**src/rtl/ml_if_fifo_buf.sv**
```systemverilog
// ml_if_fifo_buf: input-feature staging FIFO between the IF SRAM and the PE
// array. Responds to push/pop commands from the control FSM, reports
// full/empty, and tags every popped word with a wrapping PE row index.
module ml_if_fifo_buf #(
  parameter int DATA_W = 16,
  parameter int DEPTH  = 15,
  parameter int Y_DIM  = 15
) (
  input  logic                       clk,
  input  logic                       rst,
  input  logic [1:0]                 fifo_ctrl,
  output logic [1:0]                 fifo_resp,
  input  logic [DATA_W-1:0]          wr_data,
  output logic [DATA_W-1:0]          rd_data,
  output logic                       rd_valid,
  output logic [$clog2(Y_DIM)-1:0]   rd_row_idx,
  output logic [$clog2(DEPTH+1)-1:0] count,
  output logic                       ovf_err,
  output logic                       udf_err,
  input  logic                       clr_err
);

  localparam int PTR_W = (DEPTH > 1) ? $clog2(DEPTH) : 1;
  localparam int ROW_W = $clog2(Y_DIM);
  localparam int CNT_W = $clog2(DEPTH + 1);

  // Pointers wrap at DEPTH-1 explicitly so non-power-of-two depths work.
  localparam logic [PTR_W-1:0] PTR_LAST = PTR_W'(DEPTH - 1);
  localparam logic [ROW_W-1:0] ROW_LAST = ROW_W'(Y_DIM - 1);
  localparam logic [CNT_W-1:0] CNT_FULL = CNT_W'(DEPTH);

  logic [DATA_W-1:0] r_mem [DEPTH];
  logic [PTR_W-1:0]  r_wr_ptr;
  logic [PTR_W-1:0]  r_rd_ptr;
  logic [CNT_W-1:0]  r_count;
  logic [ROW_W-1:0]  r_row_cnt;
  logic [ROW_W-1:0]  r_row_idx;
  logic [DATA_W-1:0] r_rd_data;
  logic              r_rd_valid;
  logic              r_ovf;
  logic              r_udf;

  logic w_full;
  logic w_empty;
  logic w_push_req;
  logic w_pop_req;
  logic w_push_acc;
  logic w_pop_acc;
  logic w_ovf_evt;
  logic w_udf_evt;

  // Status and command qualification, all from registered occupancy.
  always_comb begin
    w_full     = (r_count == CNT_FULL);
    w_empty    = (r_count == '0);
    w_push_req = fifo_ctrl[0];
    w_pop_req  = fifo_ctrl[1];
    // A pop is only possible with data present; at empty a concurrent push
    // does not read through.
    w_pop_acc  = w_pop_req && !w_empty;
    // At full, a push is still taken when a pop frees a slot this cycle.
    w_push_acc = w_push_req && (!w_full || w_pop_acc);
    w_ovf_evt  = w_push_req && w_full && !w_pop_acc;
    w_udf_evt  = w_pop_req && w_empty;
  end

  // Storage array; written on accepted pushes, contents are not reset.
  always_ff @(posedge clk) begin
    if (!rst && w_push_acc) begin
      r_mem[r_wr_ptr] <= wr_data;
    end
  end

  // Pointers and occupancy.
  always_ff @(posedge clk) begin
    if (rst) begin
      r_wr_ptr <= '0;
      r_rd_ptr <= '0;
      r_count  <= '0;
    end else begin
      if (w_push_acc) begin
        r_wr_ptr <= (r_wr_ptr == PTR_LAST) ? '0 : r_wr_ptr + 1'b1;
      end
      if (w_pop_acc) begin
        r_rd_ptr <= (r_rd_ptr == PTR_LAST) ? '0 : r_rd_ptr + 1'b1;
      end
      if (w_push_acc && !w_pop_acc) begin
        r_count <= r_count + 1'b1;
      end else if (w_pop_acc && !w_push_acc) begin
        r_count <= r_count - 1'b1;
      end
    end
  end

  // Registered read port plus row tagging; row counter survives emptying.
  always_ff @(posedge clk) begin
    if (rst) begin
      r_rd_data  <= '0;
      r_rd_valid <= 1'b0;
      r_row_idx  <= '0;
      r_row_cnt  <= '0;
    end else begin
      r_rd_valid <= w_pop_acc;
      if (w_pop_acc) begin
        r_rd_data <= r_mem[r_rd_ptr];
        r_row_idx <= r_row_cnt;
        r_row_cnt <= (r_row_cnt == ROW_LAST) ? '0 : r_row_cnt + 1'b1;
      end
    end
  end

  // Sticky error flags; a new error in the clearing cycle wins.
  always_ff @(posedge clk) begin
    if (rst) begin
      r_ovf <= 1'b0;
      r_udf <= 1'b0;
    end else begin
      r_ovf <= w_ovf_evt || (r_ovf && !clr_err);
      r_udf <= w_udf_evt || (r_udf && !clr_err);
    end
  end

  assign fifo_resp  = {w_empty, w_full};
  assign rd_data    = r_rd_data;
  assign rd_valid   = r_rd_valid;
  assign rd_row_idx = r_row_idx;
  assign count      = r_count;
  assign ovf_err    = r_ovf;
  assign udf_err    = r_udf;

endmodule

```
**config.mk**
```make
export PLATFORM = sky130hd
export DESIGN_NAME = ml_if_fifo_buf
export DESIGN_NICKNAME = d
export VERILOG_FILES = /design/src/rtl/ml_if_fifo_buf.sv
export SDC_FILE = /design/constraint.sdc
export NUM_CORES = 1
export LEC_CHECK = 0
export ABC_CLOCK_PERIOD_IN_PS = 3500
export CORE_MARGIN = 2
export CORE_UTILIZATION = 41
export DETAILED_ROUTE_END_ITERATION = 8
export DONT_BUFFER_PORTS = 1
export GPL_TIMING_DRIVEN = 0
export HOLD_SLACK_MARGIN = 0.15
export PLACE_DENSITY = 0.6
export SLEW_MARGIN = 5
export SYNTH_ARGS = -nofsm -noshare
export SYNTH_HDL_FRONTEND = slang
export SYNTH_SLANG_ARGS = --single-unit
```
**constraint.sdc**
```tcl
create_clock -name clk -period 3.5 [get_ports clk]
set_input_delay 0.525 -clock clk [delete_from_list [all_inputs] [get_ports clk]]
set_output_delay 0.525 -clock clk [all_outputs]
set_load 0.005 [all_outputs]
```
==> results.yml, run 1 <==
logic_synthesis:
  synthesis.nets: 637
  ys_ff_latch: 279
  yosysTopAreaCell: "edfxtp_1"
  synth_area_leaders: "edfxtp_1, mux4_2, dfxtp_1"
  postSynthAreaPerCell_um2: 17.74
  synth-edff-count: 240
  yosysUniqueCellTypes: 44
  synthesis.area_um2: 10860
  ys_seq_area_share_pct: 73.57
  synth_top_flop_cell: "edfxtp_1"
  yosys.area.top_type_share_pct: 66.38
  synthArstFlopShare_pct: 0
  ys_warn_count: 0
  netlist_instances: 612
layout:
  num-nets-final: 703
  seq_area_um2: 7988
  syn_to_final_growth_pct: 16.70
  multi_input_area_um2: 2666
  final_util_pct: 48.62
  layout_common_cells: "edfxtp_1, mux4_2, dfxtp_1, nand2_1, mux2i_1"
  layout-drive-gt1-share_pct: 20.40
  layout_commonest_cell: "edfxtp_1"
  nFillCells: 2150
  antenna_cells: 0
global_route:
  grt_pass1_vias: 6021
  grt_first_pass_wirelength_um: 37880
  antenna_found_initial: 0
  grtUsageTotal_pct: 18.31
  grt_max_degree: 17
  overflow: 0
timing:
  holdWs_ns: 0.2044
  drv_slew: 0
  rsz0062_at_grt: "no"
  worst_slew_pin_slew_ns: 0.9661
  fin_worst_skew_ns: 0.006805
  period_needed_ns: 3.021
  final.setup.tns_ns: 0
  period_share_pct: 86.30
  finalHoldViolations: 0
  clock.fmax_mhz: 331.1
  slew_headroom_pct: 35.59
  setup_viol: 0
floorplan:
  die_area_um2: 27800
  rows: 59
  start_util_pct: 41.66
  die_h_um: 166.7
  core_area_um2: 26060
  chipWidth_um: 166.7
  io_pins: 50
pwr:
  leakage_uw: 0.003998
  cellPowerDensity_nw_per_um2: 636.2
  ir_worst_vdd_mv: 0.3875
worst_setup_path:
  crit_chain: "o41a_1 > buf_2 > inv_2 > buf_2 > ha_1 > inv_1 > ha_1 > a21o_1 > a21oi_1 > xnor2_1 > or3_1 > a21oi_1"
  cp_slowest_cell: "o41a_1"
  cp-end-kind: "flop"
  startpoint: "count[0]"
  required_ns: 3.98
  crit_arrival_ns: 3.50
  critical_path_class: "flop to flop"
  max_stage_delay_ns: 0.44
  worstPathMaxFanout: 10
  startpoint_type: "flop"
  r2r-start: "count[0]"
cts:
  cts_tree: "built"
  worstSkewPairLatency_ns: 0.55
  post_cts_buffers: 0
  cts.clk_slew.worst_paths_ns: 0.06
  numCtsBuffers: 29
  clock_path_buffers: 3
  h-tree-depth: 1
  cts_resized: 0
  root_buffer: "clkbuf_16"
  cts_sinks: 279
run:
  maxCapViolations: 0
drt:
  first_iter_violations: 594
  via_per_inst: 5.665
  num_vias: 5869
  first_pass_iters: 5
  drc: 0
  postRouteAntennaNets: 0
  routed_wl_um: 25430
  wl_per_cell_um: 24.54
place:
  hpwl_um: 16550
  gp_congestion: 0.7991
  portBuffers: 0
run_status:
  status: "complete, no violations"
worst_hold_path:
  hold_class: "input port to flop"
  holdCritStartpoint: "clr_err"
[cells in the mapped netlist, types with 2 or more instances]
cell	number
buf_4	8
o211ai_1	2
mux4_1	7
nor3b_1	2
clkbuf_1	11
buf_1	3
ha_1	3
nor3_1	18
buf_2	12
o2bb2ai_1	14
nor2_1	33
nor2b_1	16
inv_1	8
edfxtp_1	240
dfxtp_1	39
o21ai_0	22
nand3_1	6
a311oi_1	3
nand2_1	30
mux2i_1	30
buf_6	3
a21oi_1	22
a211oi_1	15
xnor2_1	2
mux4_2	42
or3_1	3
[cell type report]
class                   count  area share, %
plain buffers              38          1.787
clock buffers              48          6.923
clock inverters             6         0.4148
inverters                   9         0.2666
multi-input cells         286          21.04
flip-flops and latches    279          63.05
well taps                 335          3.308
repair buffers             35          3.210
[critical path, delay by kind of cell, from the launching register on]
family | cells | cell delay (ns)
compound gates | 4 | 0.93
buf+inv | 4 | 0.71
fa+ha+maj | 2 | 0.50
flops | 1 | 0.40
simple gates | 1 | 0.31
xor+xnor | 1 | 0.09
[worst paths after layout]
kind              endpoint  cells past startpoint  slack (ns)
max reg2reg       count[3]                     12        0.48
min reg2reg  rd_row_idx[0]                      2        0.47
max               count[3]                     12        0.48
min                ovf_err                      3        0.20
[where the power goes]
group	internal, uW	switching [uW]
clock network	1710	1240
logic	551	688
registers	3730	135
[per-stage QoR]
stage	std cells	setup slack, ns	total power (uW)	cell area (um2)
final	1036	0.4794	8060	12670
after global routing	1036	0.3133	8373	12670
after CTS	1036	0.4708	8125	12670
after detailed placement	964	0.4832	5126	11560
after global placement	947	-1.003	5083	11280
after floorplan	612	0.7496	4785	10860
[flip-flops by register name, summed over array words and instances (netlist names)]
| register | flops |
|---|---|
| ovf_err | 1 |
| rd_data | 16 |
| r_rd_ptr | 4 |
| r_wr_ptr | 4 |
| udf_err | 1 |
| rd_valid | 1 |
| rd_row_idx | 4 |
| count | 4 |
| r_row_cnt | 4 |
| r_mem | 240 |
[per-layer routing]
layer / global-route usage (%) / wire length, um / share of wire, %
met1: 25.29 / 10950 / 43
met5: 0 / 0 / 0
met2: 29.70 / 12100 / 48
met3: 3.683 / 1624 / 6.4
met4: 5.360 / 753 / 3.0
[what timing repair did]
action                                  4_1_cts  5_1_grt
hold buffers                                 18        0
endpoints found under the hold margin       242        0
endpoints found under the setup margin        0        0
[cells by family after synthesis]
family / after synthesis / share of synthesized area (%)
adder cells (fa/ha/maj): 4 / 0.5302
flip-flops: 279 / 73.57
multiplexers: 79 / 13.17
AO/OA/AOI/OAI: 86 / 5.175
buffers and inverters: 47 / 2.397
XOR/XNOR: 3 / 0.2421
AND/OR/NAND/NOR: 114 / 4.910
Note: power is estimated with default switching activity, not from simulation.
==> inputs of run 2 (changes only) <==
--- a/config.mk
+++ b/config.mk
@@ -12,7 +12,7 @@
 export DONT_BUFFER_PORTS = 1
 export GPL_TIMING_DRIVEN = 0
 export HOLD_SLACK_MARGIN = 0.15
-export PLACE_DENSITY = 0.6
+export PLACE_DENSITY = 0.54
 export SLEW_MARGIN = 5
 export SYNTH_ARGS = -nofsm -noshare
 export SYNTH_HDL_FRONTEND = slang
==> run 2 against run 1 <==
  * First-iteration DRC count down 13%
  * Count of clock-buffer cells in the layout down 3
  * Clock power up 7.8%
  * Critical path type unchanged
  * Sequential share of layout area down 0.48 points
  * Die area unchanged
  * Critical path depth unchanged
  * Non-clock buffer count up 1
  * Via count down 1.0%
  * Sequential cell count unchanged
  * Sequential power about the same
  * Highest routed layer unchanged
  * Clock skew up 0.0057 ns
==> results.yml, run 2 (synthesis gave the netlist of run 1 again) <==
run_status:
  status: "complete, no violations"
global_route:
  overflow: 0
  grtUsageMet1_pct: 24.98
  use_met3_pct: 3.303
  antenna_found_initial: 0
  grtUsageTotal_pct: 18.61
  grt_first_pass_wirelength_um: 38250
  grt_max_degree: 16
  gr-max-usage-layer: "met2"
  grt_pass1_vias: 6030
  met2_usage_pct: 31.48
cts:
  cts_tree: "built"
  cts.clk_slew.worst_paths_ns: 0.06
  worstSkewPairLatency_ns: 0.55
  h-tree-depth: 1
  clock_path_buffers: 3
  post_cts_buffers: 0
  root_buffer: "clkbuf_16"
  numCtsBuffers: 30
  cts_sinks: 279
floorplan:
  chipWidth_um: 166.7
  start_util_pct: 41.66
  die_h_um: 166.7
  rows: 59
  io_pins: 50
  core_area_um2: 26060
  die_area_um2: 27800
worst_setup_path:
  crit_arrival_ns: 3.44
  startpoint_type: "flop"
  cp_slowest_cell: "o41a_1"
  critical_path_class: "flop to flop"
  startpoint: "count[0]"
  max_stage_delay_ns: 0.44
  rr_worst_depth: 12
  required_ns: 3.97
  cp_num_cells: 12
  crit_buf_inv: 4
  worstPathMaxFanout: 10
  critical-path-top-delay-family: "compound AO/OA/AOI/OAI gates"
  cp-end-kind: "flop"
  r2r-start: "count[0]"
  crit_chain: "o41a_1 > buf_2 > inv_2 > buf_2 > ha_1 > inv_1 > ha_1 > a21o_1 > a21oi_1 > xnor2_1 > or3_1 > a21oi_1"
drt:
  postRouteAntennaNets: 0
  routed_wl_um: 25660
  first_iter_violations: 518
  first_pass_iters: 4
  num_vias: 5809
  drc: 0
  wl_per_cell_um: 24.70
  via_per_inst: 5.591
timing:
  clock.fmax_mhz: 336.5
  period_share_pct: 84.92
  fin_worst_skew_ns: 0.01246
  finalHoldViolations: 0
  worst_slew_pin_slew_ns: 1.044
  setup_ws_ns: 0.5279
  drv_slew: 0
  slew_headroom_pct: 30.38
  setup_viol: 0
  final.setup.tns_ns: 0
  period_needed_ns: 2.972
  rsz0062_at_grt: "no"
layout:
  layout_commonest_cell: "edfxtp_1"
  layout_common_cells: "edfxtp_1, mux4_2, dfxtp_1, clkbuf_16"
  largest_register: "r_mem"
  design_area_um2: 12770
  largest_register_ffs: 240
  layout-drive-gt1-share_pct: 21.31
  antenna_cells: 0
  syn_to_final_growth_pct: 17.59
  num-nets-final: 705
place:
  dpl_cell_area_um2: 11580
  portBuffers: 0
  hpwl_um: 17150
  gp_congestion: 0.8054
  pre_cts_slack_ns: 0.5387
worst_hold_path:
  holdCritStartpoint: "fifo_ctrl[0]"
  hold_path_depth: 2
  hold_class: "input port to flop"
pwr:
  cellPowerDensity_nw_per_um2: 649.7
  leakage_uw: 0.004053
  ir_worst_vdd_mv: 0.4687
run:
  maxCapViolations: 0
-- run 2: area by class of cell --
| cell class | count | area (um2) |
|---|---|---|
| sequential | 279 | 7988 |
| inverter | 9 | 33.78 |
| multi-input combinational | 286 | 2656 |
| timing repair buffer | 36 | 422.9 |
| clock inverter | 11 | 110.1 |
| fill | 2182 | 13290 |
| tap | 335 | 419.2 |
| buffer | 38 | 226.5 |
| clock buffer | 45 | 909.6 |
-- run 2: report_power, final --
group          internal, uW  total, uW  leakage (uW)  switching [uW]
Sequential             3730       3850       0.00248             125
Combinational           550       1250       0.00107             696
Clock                  1940       3190      0.000504            1260
-- run 2: final timing paths --
kind / endpoint / slack, ns
worst max-delay path: count[3] / 0.53
worst min-delay path: ovf_err / 0.18
worst min register to register: rd_row_idx[0] / 0.48
worst max register to register: count[3] / 0.53
-- run 2: repair_timing --
action | in CTS | in global routing
hold endpoints to repair | 241 | 0
resized for setup | 0 | 0
hold buffers | 17 | 0
-- run 2: metrics by stage --
| step | cells | hold WS, ns | utilization (%) | total power, uW |
|---|---|---|---|---|
| after floorplan | 612 | 0.4527 | - | 4785 |
| after global placement | 947 | 0.4729 | 43.27 | 5101 |
| after detailed placement | 966 | 0.4748 | 44.42 | 5137 |
| after CTS | 1039 | 0.1580 | 48.99 | 8390 |
| after global routing | 1039 | 0.2041 | 48.99 | 8628 |
| final | 1039 | 0.1771 | 48.99 | 8294 |
-- run 2: per-layer routing --
metal	wire, um	part of all wire, %
met1	11180	44
met5	0	0
met2	12600	49
met3	1308	5.1
met4	577	2.2
==> inputs of run 3 (changes only) <==
--- a/config.mk
+++ b/config.mk
@@ -5,7 +5,8 @@
 export SDC_FILE = /design/constraint.sdc
 export NUM_CORES = 1
 export LEC_CHECK = 0
-export ABC_CLOCK_PERIOD_IN_PS = 3500
+export ABC_AREA = 1
+export ABC_CLOCK_PERIOD_IN_PS = 3090
 export CORE_MARGIN = 2
 export CORE_UTILIZATION = 41
 export DETAILED_ROUTE_END_ITERATION = 8
==> constraint.sdc (replaced) <==
create_clock -name clk -period 3.09 [get_ports clk]
set_input_delay 0.4635 -clock clk [delete_from_list [all_inputs] [get_ports clk]]
set_output_delay 0.4635 -clock clk [all_outputs]
set_load 0.005 [all_outputs]
==> run 3 against run 2 <==
  * Sequential cell count is the same
  * Hold slack worse by 0.0062 ns
  * Maximum frequency increased by 12%
  * Global-route usage is 3.7 points higher
  * Count of clock-buffer cells in the layout up 1
  * Sequential power grew 14%
  * Combinational power rose by 82%
  * Clock skew up 0.0080 ns
  * Via count rose by 41%
  * Power rose by 23%
  * Core utilization fell by 0.17 points
  * Clock power is 12% higher
  * Critical path type unchanged
  * Largest cell class unchanged
==> results.yml, run 3 <==
drt:
  wl_per_cell_um: 20.65
  first_iter_violations: 805
  postRouteAntennaNets: 0
  routed_wl_um: 33390
  drc: 0
  first_pass_iters: 8
  via_per_inst: 5.052
  num_vias: 8169
timing:
  finalHoldViolations: 0
  worst_slew_pin_slew_ns: 0.7910
  rsz0062_at_grt: "no"
  clock.fmax_mhz: 376.4
  slew_headroom_pct: 47.27
  fin_worst_skew_ns: 0.02042
  period_share_pct: 85.97
  period_needed_ns: 2.656
  holdWs_ns: 0.1709
  setup_viol: 0
  drv_slew: 0
run_status:
  status: "complete, no violations"
cts:
  h-tree-depth: 1
  cts_resized: 0
  cts_sinks: 279
  worstSkewPairLatency_ns: 0.56
  cts.clk_slew.worst_paths_ns: 0.06
  root_buffer: "clkbuf_16"
  numCtsBuffers: 30
  cts_tree: "built"
  clock_path_buffers: 3
global_route:
  grtUsageTotal_pct: 22.31
  antenna_found_initial: 0
  overflow: 0
  grt_pass1_vias: 7947
  grt_max_degree: 16
  grt_first_pass_wirelength_um: 49770
worst_hold_path:
  hold_class: "input port to flop"
  whs_endpoint: "r_wr_ptr[0]"
  holdCritStartpoint: "rst"
  hold_path_depth: 3
layout:
  num-nets-final: 1240
  largest_register_ffs: 240
  design_area_um2: 13640
  antenna_cells: 0
  layout_commonest_cell: "nand2_1"
  syn_to_final_growth_pct: 16.72
  layout-drive-gt1-share_pct: 10.01
  layout_common_cells: "nand2_1, edfxtp_1, inv_1, nor2_1, nand3_1"
  largest_register: "r_mem"
logic_synthesis:
  synth_top_family_by_area: "simple AND/OR/NAND/NOR gates"
  synth-simple-area-share_pct: 20.16
  synth-edff-count: 240
  synth_compound_area_share_pct: 3.673
  synth_xor_xnor_area_share_pct: 0.3748
  ys_ff_latch: 279
  synth_area_leaders: "edfxtp_1, nand2_1, dfxtp_1"
  yosysTopAreaCell: "edfxtp_1"
  yosysUniqueCellTypes: 28
  synthMuxAreaShare_pct: 0
  ys_warn_count: 0
  synthesis.nets: 1169
  ys_seq_area_share_pct: 68.36
  synthAdderAreaFrac_pct: 0.4926
  postSynthAreaPerCell_um2: 10.21
  yosys.area.top_type_share_pct: 61.68
  ys_top_cells_by_count: "nand2_1, edfxtp_1, nor2_1"
  netlist_instances: 1144
  synthArstFlopShare_pct: 0
  synthesis.area_um2: 11680
  synth_top_flop_cell: "edfxtp_1"
  synthMostInstantiatedCell: "nand2_1"
pwr:
  leakage_uw: 0.005506
  power.total_uw: 10210
  cellPowerDensity_nw_per_um2: 748.3
  ir_worst_vdd_mv: 0.5154
worst_setup_path:
  worstPathMaxFanout: 10
  r2r-end: "r_mem[4][10]"
  crit_arrival_ns: 2.93
  critical_path_class: "flop to flop"
  rr_worst_depth: 9
  r2r-start: "count[1]"
  rrSetupSlack_ns: 0.43
  required_ns: 3.36
  cp-end-kind: "flop"
  startpoint_type: "flop"
  startpoint: "count[1]"
floorplan:
  io_pins: 50
  chipWidth_um: 172.8
  rows: 61
  die_area_um2: 29870
  die_h_um: 172.8
  start_util_pct: 41.83
  core_area_um2: 27930
place:
  hpwl_um: 21560
  gp_congestion: 0.8001
  portBuffers: 0
  dpl_cell_area_um2: 12450
run:
  maxCapViolations: 0
[run 3: where the power goes]
group	internal [uW]	switching [uW]	leakage (uW)	total [uW]
registers	4250	122	0.00248	4370
logic	666	1610	0.00255	2270
clock network	2110	1450	0.000478	3570
[run 3: logic make-up (layout without fill, tap and decap cells)]
logic type / count (synthesis) / after routing
xor+xnor: 5 / 5
fa+ha+maj: 4 / 4
simple gates: 579 / 579
compound gates: 85 / 85
buf+inv: 192 / 287
flops: 279 / 279
[run 3: final cells by class]
cell class | count | area, um2
fill | 2611 | 14300
sequential | 279 | 7988
multi-input combinational | 673 | 2932
clock buffer | 46 | 882.1
inverter | 139 | 524.3
tap | 378 | 473.0
timing repair buffer | 39 | 459.2
buffer | 53 | 286.5
clock inverter | 10 | 93.84
[run 3: timing repair]
| action | 4_1_cts | 5_1_grt |
|---|---|---|
| setup endpoints to repair | 0 | 0 |
| buffers inserted | 0 | 0 |
| hold buffers | 21 | 0 |
| endpoints found under the hold margin | 245 | 0 |
[run 3: how the worst max path moves through the flow]
stage | to | slack (ns) | cells after the start
CTS | r_mem[4][10] | 0.43 | 9
global route | r_mem[4][11] | 0.26 | 9
detailed placement | r_mem[4][1] | 0.46 | 9
global placement | r_mem[9][14] | -1.18 | 8
floorplan | r_mem[9][0] | 0.45 | 8
finish | r_mem[4][10] | 0.43 | 9
[run 3: metal layers]
layer	global-route usage, %	routed length (um)	vias up
li1	-	-	3895
met1	29.88	14200	3887
met2	37.05	15600	312
met3	3.430	2447	75
met4	7.839	1138	0
met5	0	0	-
[run 3: through the flow]
stage               TNS [ns]  cells  utilization, %  setup WS (ns)
finish                     0   1617           48.82         0.4336
detailed placement         0   1540           44.58         0.4554
CTS                        0   1617           48.82         0.4348
global route               0   1617           48.82         0.2627
global placement      -83.58   1522           43.52         -1.178
floorplan                  0   1144               -         0.4509
[run 3: worst max-delay path, stage by stage, from the launching register on]
cell     delay [ns]
dfxtp_1        0.43
inv_1          0.11
nand3_1        0.13
nand2_2        0.15
nand2_1        0.11
nand2_2        0.11
nor2_2         0.19
nand3_1        0.23
nor2_2         0.65
buf_8          0.25
